--- src/rtl/daq_pkg.sv ---
// Shared DAQ definitions: arbiter state encoding, word width, watchdog terminator
// word and the DAQ type codes used by every producer.
package daq_pkg;

  localparam int DAQ_W = 32;

  localparam logic [DAQ_W-1:0] WD_TERM_WORD = 32'hFFFF_FFFF;

  // Type codes carried in the first word of each producer's packet.
  localparam logic [7:0] DAQT_ENDSTOP = 8'd32;
  localparam logic [7:0] DAQT_SENSOR  = 8'd40;
  localparam logic [7:0] DAQT_DRO     = 8'd48;

  typedef enum logic [1:0] {
    IDLE  = 2'd0,
    GRANT = 2'd1,
    BUSY  = 2'd2
  } arb_state_t;

endpackage

--- src/rtl/daq_arbiter_rr_pick.sv ---
// Combinational round-robin selector: first set req after index `last`,
// wrapping modulo NREQ.
module rr_pick #(
  parameter int NREQ = 4,
  parameter int IW   = $clog2(NREQ)
) (
  input  logic [NREQ-1:0] req,
  input  logic [IW-1:0]   last,
  output logic [IW-1:0]   owner,
  output logic            found
);

  logic [2*NREQ-1:0] dbl;
  logic [NREQ-1:0]   rot;
  logic [IW:0]       start;

  // rot[k] is requester (last+1+k) mod NREQ; a shift of NREQ wraps to req itself.
  always_comb begin
    start = {1'b0, last} + {{IW{1'b0}}, 1'b1};
    dbl   = {req, req} >> start;
    rot   = dbl[NREQ-1:0];
  end

  always_comb begin : pick
    int sum;
    sum   = 0;
    owner = '0;
    found = 1'b0;
    for (int k = 0; k < NREQ; k++) begin
      if (!found && rot[k]) begin
        sum = int'(start) + k;
        if (sum >= NREQ) sum = sum - NREQ;
        owner = IW'(sum);
        found = 1'b1;
      end
    end
  end

endmodule

--- src/rtl/daq_arbiter.sv ---
// Round-robin arbiter sharing the DAQ FIFO between sampling blocks, one packet per grant.
// Optional owner watchdog enabled by defining DAQ_ARB_WATCHDOG_EN.
module daq_arbiter
  import daq_pkg::*;
#(
  parameter int NREQ      = 4,
  parameter int MAX_PKT   = 4,
  parameter int FREE_BITS = 10,
  parameter int WD_CYCLES = 1024
) (
  input  logic                  clk,
  input  logic                  rst_n,
  input  logic [NREQ-1:0]       req,
  output logic [NREQ-1:0]       grant,
  input  logic [NREQ*DAQ_W-1:0] in_data,
  input  logic [NREQ-1:0]       in_valid,
  input  logic [NREQ-1:0]       in_end,
  input  logic [FREE_BITS-1:0]  fifo_free,
  output logic [DAQ_W-1:0]      out_data,
  output logic                  out_valid,
  output logic                  out_end,
  output logic                  stray_err,
  output logic                  wd_err,
  output logic [15:0]           pkt_count,
  output logic [1:0]            dbg_state
);

  localparam int IW = $clog2(NREQ);

  // Handshake: out_valid is a one-cycle write strobe with no ready; the
  // fifo_free >= MAX_PKT check at grant time guarantees room for the packet.
  arb_state_t        state_q, state_d;
  logic [IW-1:0]     owner_q, owner_d, last_q, last_d, pick_owner;
  logic              pick_found, room;
  logic [DAQ_W-1:0]  out_data_q, out_data_d, own_data;
  logic              out_valid_q, out_valid_d, out_end_q, out_end_d;
  logic              stray_q, stray_d, own_valid, own_end, wd_fire;
  logic [15:0]       pkt_q, pkt_d;
  logic [NREQ-1:0]   owner_oh, stray_mask;

  rr_pick #(.NREQ(NREQ), .IW(IW)) u_pick (
    .req   (req),
    .last  (last_q),
    .owner (pick_owner),
    .found (pick_found)
  );

  assign room = (fifo_free >= FREE_BITS'(MAX_PKT));

  always_comb begin
    own_data  = '0;
    own_valid = 1'b0;
    own_end   = 1'b0;
    owner_oh  = '0;
    for (int i = 0; i < NREQ; i++) begin
      if (owner_q == IW'(i)) begin
        own_data    = in_data[i*DAQ_W +: DAQ_W];
        own_valid   = in_valid[i];
        own_end     = in_end[i];
        owner_oh[i] = 1'b1;
      end
    end
  end

  // Only the owner while BUSY may write; everything else is dropped as stray.
  assign stray_mask = in_valid & ~((state_q == BUSY) ? owner_oh : '0);
  assign grant      = (state_q == GRANT) ? owner_oh : '0;

`ifdef DAQ_ARB_WATCHDOG_EN
  localparam int WDW = $clog2(WD_CYCLES + 1);
  logic [WDW-1:0] wd_q, wd_d;
  logic           wd_err_q;

  assign wd_fire = (state_q == BUSY) && !own_valid && (wd_q == WDW'(1));

  always_comb begin
    wd_d = wd_q;
    if (state_q == GRANT || (state_q == BUSY && own_valid)) wd_d = WDW'(WD_CYCLES);
    else if (state_q == BUSY && wd_q != '0)                 wd_d = wd_q - WDW'(1);
  end

  always_ff @(posedge clk or negedge rst_n) begin
    if (!rst_n) begin
      wd_q     <= '0;
      wd_err_q <= 1'b0;
    end else begin
      wd_q     <= wd_d;
      wd_err_q <= wd_err_q | wd_fire;
    end
  end

  assign wd_err = wd_err_q;
`else
  assign wd_fire = 1'b0;
  assign wd_err  = 1'b0;
`endif

  always_comb begin
    state_d     = state_q;
    owner_d     = owner_q;
    last_d      = last_q;
    out_data_d  = out_data_q;
    out_valid_d = 1'b0;
    out_end_d   = 1'b0;
    pkt_d       = pkt_q;
    stray_d     = stray_q | (|stray_mask);
    case (state_q)
      IDLE: begin
        if (pick_found && room) begin
          owner_d = pick_owner;
          state_d = GRANT;
        end
      end
      GRANT: begin
        last_d  = owner_q;
        state_d = BUSY;
      end
      BUSY: begin
        out_data_d  = own_data;
        out_valid_d = own_valid;
        out_end_d   = own_valid && own_end;
        if (own_valid && own_end) begin
          pkt_d   = pkt_q + 16'd1;
          state_d = IDLE;
        end else if (wd_fire) begin
          out_data_d  = WD_TERM_WORD;
          out_valid_d = 1'b1;
          out_end_d   = 1'b1;
          state_d     = IDLE;
        end
      end
      default: state_d = IDLE;
    endcase
  end

  always_ff @(posedge clk or negedge rst_n) begin
    if (!rst_n) begin
      state_q     <= IDLE;
      owner_q     <= '0;
      last_q      <= IW'(NREQ - 1);
      out_data_q  <= '0;
      out_valid_q <= 1'b0;
      out_end_q   <= 1'b0;
      stray_q     <= 1'b0;
      pkt_q       <= '0;
    end else begin
      state_q     <= state_d;
      owner_q     <= owner_d;
      last_q      <= last_d;
      out_data_q  <= out_data_d;
      out_valid_q <= out_valid_d;
      out_end_q   <= out_end_d;
      stray_q     <= stray_d;
      pkt_q       <= pkt_d;
    end
  end

  assign out_data  = out_data_q;
  assign out_valid = out_valid_q;
  assign out_end   = out_end_q;
  assign stray_err = stray_q;
  assign pkt_count = pkt_q;
  assign dbg_state = state_q;

endmodule

--- config.mk ---
export PLATFORM = sky130hd
export DESIGN_NAME = daq_arbiter
export DESIGN_NICKNAME = d
export VERILOG_FILES = /design/src/rtl/daq_pkg.sv /design/src/rtl/daq_arbiter_rr_pick.sv /design/src/rtl/daq_arbiter.sv
export SDC_FILE = /design/constraint.sdc
export NUM_CORES = 1
export LEC_CHECK = 0
export CAP_MARGIN = 0
export CORE_ASPECT_RATIO = 0.75
export CORE_UTILIZATION = 35
export DETAILED_ROUTE_END_ITERATION = 8
export GPL_TIMING_DRIVEN = 0
export PLACE_DENSITY = 0.86
export SYNTH_ARGS = -nofsm -noshare
export SYNTH_HDL_FRONTEND = slang
export SYNTH_HIERARCHICAL = 1
export SYNTH_SLANG_ARGS = --single-unit
--- constraint.sdc ---
create_clock -name clk -period 1.9 [get_ports clk]
set_input_delay 0.19 -clock clk [delete_from_list [all_inputs] [get_ports clk]]
set_output_delay 0.19 -clock clk [all_outputs]
set_load 0.005 [all_outputs]
**Word level (Yosys, flattened, before mapping)**

Index checks and enable logic that the tools add are counted.

- Latch bits: 0
- Memory bits (writable): 0
- Memories kept: 0
- Word-level logic and storage cells: 83
- Register bits after elaboration: 57
- Input bits: 152
- Bits in read-only memories: 0
- Output and inout bits: 58

- Add/sub/neg operators: 9
- Bitwise gates (word level): 3
- Div/mod/pow operators: 0
- Mux-type cells: 36
- Multiply operators: 0
- Eq/ne operators: 7
- Shift-type cells: 1
- Reductions and logical operators: 14
- Magnitude comparators: 5

Operators with widths:

| kind | count |
|---|---|
| $mux W32 | 4 |
| $mux W2 | 10 |
| $mux W1 | 19 |
| $add A16 B1 Y16 const B | 1 |
| $ge A4 B3 Y1 const B | 3 |
| $ge A10 B3 Y1 const B | 1 |
| $add A3 B2 Y4 const B | 2 |
| $mux W4 | 2 |
| $shr A8 B3 Y4 | 1 |
| $sub A2 B1 Y2 const B | 4 |
| $eq A2 B2 Y1 const B | 3 |
| $pmux W2 S3 | 1 |
| $reduce_and A2 Y1 | 3 |
| $logic_and A1 B1 Y1 | 5 |
| $add A3 B1 Y4 const B | 1 |
| $and A4 B4 Y4 | 1 |
| $eq A2 B1 Y1 const B | 2 |
| $logic_not A2 Y1 | 2 |
| $not A4 Y4 | 1 |
| $reduce_or A4 Y1 | 1 |
| $add A2 B1 Y3 const B | 1 |
| $ge A3 B3 Y1 const B | 1 |
| $logic_not A1 Y1 | 3 |
| $ne A2 B1 Y1 const B | 1 |
| other kinds (2) | 2 |

**Depth between registers and ports, before layout**

- Word-level depth: 15
- Mapped depth: 6
- Depth with buffers taken out: 5

**Hierarchy**

Netlist, hierarchy kept.

By module, submodules not included:

| module | cells each | seq. area each (um2) | times used | area an instance (um2) |
|---|---|---|---|---|
| daq_arbiter | 294 | 1,428.9 | 1 | 3,245.6 |
| rr_pick | 14 | 0.0 | 1 | 91.3 |

**Least setup slack after synthesis**

OpenSTA, ideal clock, no wires.

- Path type: flip-flop to flip-flop
- Start point: register owner_q[0]
- End point: register pkt_q[1], in the netlist pkt_count[1]
- Setup time: 0.125 ns
- Data required time: 1.775 ns
- Buffers on the path: 1
- Stages on the path, launching flop included: 5
- Path slack: 0.223 ns
- Data arrival time: 1.552 ns
- Clock period less this slack: 1.677 ns
- Cell sequence: dfrtp_1 -> buf_6 -> mux4_2 -> nor2_1 -> mux2_2

- Word-level cells in the longest chain between the ends: 7
- Elaborated cells between the ends (all ways): 14
- Those cells by class: eq/ne: 3; mux: 8; reduce/logical: 3

RTL lines:

| element | line | source |
|---|---|---|
| start, declared | daq_arbiter.sv:33 | `logic [IW-1:0] owner_q, owner_d, last_q, last_d, pick_owner;` |
| start signal, assigned | daq_arbiter.sv:148 | `owner_q <= owner_d;` |
| $logic_not A2 Y1 | daq_arbiter.sv:56 | `if (owner_q == IW'(i)) begin` |
| $mux W1 (4 in a row) | daq_arbiter.sv:56 |  |
| $logic_and A1 B1 Y1 (*) | daq_arbiter.sv:122 | `if (own_valid && own_end) begin` |
| $reduce_and A2 Y1 (no line) (*) | -- |  |
| end signal, assigned | daq_arbiter.sv:154 | `pkt_q <= pkt_d;` |
| end, declared | daq_arbiter.sv:38 | `logic [15:0] pkt_q, pkt_d;` |

Mark *: on every way between the ends. The rest lies on a longest branch, timed or not.
A chain may end at the register's enable or synchronous reset.

**Worst setup path after layout**

- Start point: register state_q[1], in the netlist dbg_state[1]
- End point: output grant[0]

- Word-level cells in the longest chain between the ends: 2

RTL lines:

| element | line | source |
|---|---|---|
| start, declared | daq_arbiter.sv:32 | `arb_state_t state_q, state_d;` |
| start signal, assigned | daq_arbiter.sv:147 | `state_q <= state_d;` |
| $eq A2 B1 Y1 | daq_arbiter.sv:67 | `assign grant = (state_q == GRANT) ? owner_oh : '0;` |
| $mux W4 | daq_arbiter.sv:67 |  |
| end, declared | daq_arbiter.sv:14 | `output logic [NREQ-1:0] grant,` |

Every way passes these cells.

==> flow_summary_export.csv <==
group,metric,value,unit
timing,hold_viol_final,0,
synth,yosys_warnings,6,
floorplan,dieArea,9930,um2
finish,fin_util,65.1,%
worst_setup_path,worstPathArrival,1.65,ns
route,antenna_left,0,
placed_design,io_buffers,206,
clock_tree,cts_buffers,9,
synth,synthFlopType,"dfrtp_1",
route,drt_iter0_drc,125,
synth,synth.ff_latch_count,57,
synth,yosysUniqueCellTypes,40,
power_and_ir_drop,p_leak,2.51,nW
timing,finalCritPeriodShare,96.7,%
synth,synth_commonest_cells,"nand2_1 (116), dfrtp_1 (55), mux4_2 (34), clkbuf_1 (14), xor2_1 (13)",
hold_path,hold_path.class,"in -> async",
finish,fin_cells,660,
synth,syn_area_per_cell,10.8,um2
synth,yosysMostFrequentCell,"nand2_1",
synth,synth_nets,461,
synth,synthCells,308,
clock_tree,clock_latency,0.31,ns
worst_setup_path,cp_data_required_time,1.71,ns
grt,grt_pass1_wl,16700,um
placed_design,dpl.cell_count,643,
outcome,outcome,"finished, final reports clean",
finish,nets,680,
clock_tree,cts-root-buf,"clkbuf_16",
synth,synthTopCellsByArea,"dfrtp_1 (41%), mux4_2 (23%), nand2_1 (13%), xor2_1 (3.4%), nor3_2 (2.1%)",
power_and_ir_drop,ir_drop,0.625,mV
route,drt_wl_total,10900,um
synth,yosys.area.top_type,"dfrtp_1",
route,via_per_inst,4.91,
timing,relSlewSlack,57.9,%
grt,antenna_found_initial,0,
clock_tree,clkSinkCount,57,
synth,synth_top_area_share,41.2,%
finish,drive_above_1_share,16.7,%
floorplan,ios,210,
floorplan,core,9160,um2
timing,rsz0062_at_grt,"false",
route,wl_per_cell,16.6,um
timing,fmax,0.545,GHz
timing,finalSetupViolCount,0,
worst_setup_path,worstReg2RegStart,"owner_q[0]",
finish,antenna_cells,0,
worst_setup_path,crit_path_max_incr_delay,0.52,ns
grt,grt.total_usage,22.1,%
timing,tightest_slew,0.632,ns
floorplan,die_width,115,um
grt,grt_pass1_vias,3337,
timing,fin_hold_ws,0.409,ns
synth,netlist_area,3340,um2
route,num_vias,3240,
worst_setup_path,ff2ff_path_depth,5,
floorplan,row_count,30,
worst_setup_path,cpMaxStageDelayCell,"clkdlybuf4s50_1",
grt,gr-max-usage-layer,"met2",
synth,synth_edf_count,0,
grt,use_met1,27.5,%
flow_run,cap_violations,0,
grt,grt_max_degree,34,
timing,min_period,1.84,ns
worst_setup_path,crit_path_end_kind,"primary output",
worst_setup_path,worstSetupPathType,"reg -> out",
floorplan,die_h,86.6,um
timing,slew_violations,0,
finish,area_growth,78.7,%
worst_setup_path,path_max_fanout,6,
worst_setup_path,critPathLaunch,"dbg_state[1]",
timing,final.setup_skew,0.00667,ns
route,drc_errors,0,
power_and_ir_drop,powerDensity,1280,nW/um2
floorplan,initial_core_util,36.4,%
grt,use_met2,38.6,%
worst_setup_path,cp-start-kind,"flop",
clock_tree,clk_pin_slew,0.05,ns
placed_design,dp_hpwl,8960,um
clock_tree,clockBufferDepth,2,
worst_setup_path,path_depth,3,
synth,postSynth.asyncResetShare,100,%
worst_setup_path,worst-path-buf-inv,1,
placed_design,gp_congestion,0.855,
synth,yosysSeqAreaShare,42.8,%
clock_tree,cts_tree,"yes",
grt,grt_util_met3,5.94,%
grt,grt_overflow_total,0,
worst_setup_path,path_cells,"nand2b_2, nor3_2, clkdlybuf4s50_1",
route,drt_pass1_iterations,4,
clock_tree,cts_max_level,3,
worst_setup_path,cp_top_family,"buffers and inverters",
-- logic make-up after synthesis --
kind of cell | after synthesis | synth area share [%]
buffers and inverters | 22 | 3.15
and+or+nand+nor | 164 | 23.1
adders and majority gates | 1 | 0.375
other | 1 | 0.112
DFF | 57 | 42.8
xor gates and xnor gates | 15 | 3.94
muxes | 39 | 24.6
AOI/OAI and AO/OA | 9 | 1.95
-- layout make-up --
cell class | count | area (um2)
multi-input combinational | 229 | 1820
inverter | 2 | 7.51
fill | 766 | 3200
clock buffer | 11 | 253
clock inverter | 5 | 77.6
tap | 128 | 160
buffer | 19 | 119
timing repair buffer | 209 | 2090
sequential | 57 | 1430
-- final timing paths --
| kind | slack (ns) | to |
|---|---|---|
| worst max register to register | 0.12 | pkt_count[14] |
| worst min register to register | 0.46 | stray_err |
| max in group asynchronous | 0.92 | out_data[2] |
| worst max-delay path | 0.06 | grant[0] |
| worst min-delay path | 0.41 | dbg_state[1] |
| min in group clk | 0.46 | stray_err |
-- flip-flops by register name, indices dropped and copies added (netlist names) --
name / flops
dbg_state: 2
last_q: 2
out_data: 32
out_end: 1
out_valid: 1
owner_q: 2
pkt_count: 16
stray_err: 1
-- cells in the final DEF (no fill, tap or decap), types with 3 or more instances in the layout --
cell type / n
xor2_1: 13
clkbuf_2: 3
mux4_2: 34
nand2b_1: 4
dfrtp_1: 53
clkbuf_1: 8
buf_2: 4
nor3_2: 8
a21oi_1: 4
nand4_1: 3
nand2_1: 116
or3_1: 3
clkdlybuf4s50_1: 205
nand3_1: 4
mux2_2: 3
nor2_1: 7
clkbuf_16: 9
clkbuf_8: 3
-- timing repair --
| action | in CTS | in global routing |
|---|---|---|
| pin swaps | 0 | 0 |
| endpoints found under the setup margin | 4 | 35 |
| hold buffers | 1 | 0 |
| buffers inserted | 0 | 1 |
| hold endpoints to repair | 22 | 0 |
| resized for setup | 9 | 11 |
-- report_power, final --
| part | total [mW] | internal (mW) | switching (mW) | leakage, nW |
|---|---|---|---|---|
| clock | 1.74 | 1.21 | 0.532 | 0.162 |
| sequential | 2.06 | 1.71 | 0.345 | 0.702 |
| combinational | 3.86 | 2.19 | 1.67 | 1.64 |
| total | 7.66 | 5.11 | 2.54 | 2.51 |
-- metal layers --
layer  share of wire (%)  wire, um
met4                0.75        82
met2                  51      5550
met1                  41      4450
met3                 7.8       848
met5                   0         0
-- per-stage QoR --
step                      setup TNS, ns  cell area [um2]  setup slack [ns]  total power, mW
after global placement           -61.79             5560             -1.09             5.72
final                                 0             5960            0.0635             7.66
after CTS                             0             5940            0.0127             7.69
after floorplan                       0             3340             0.223             4.07
after detailed placement          -2.08             5570            -0.255             5.85
after global routing                  0             5960          0.000402             8.19
Power figures use the tool's default switching activity.
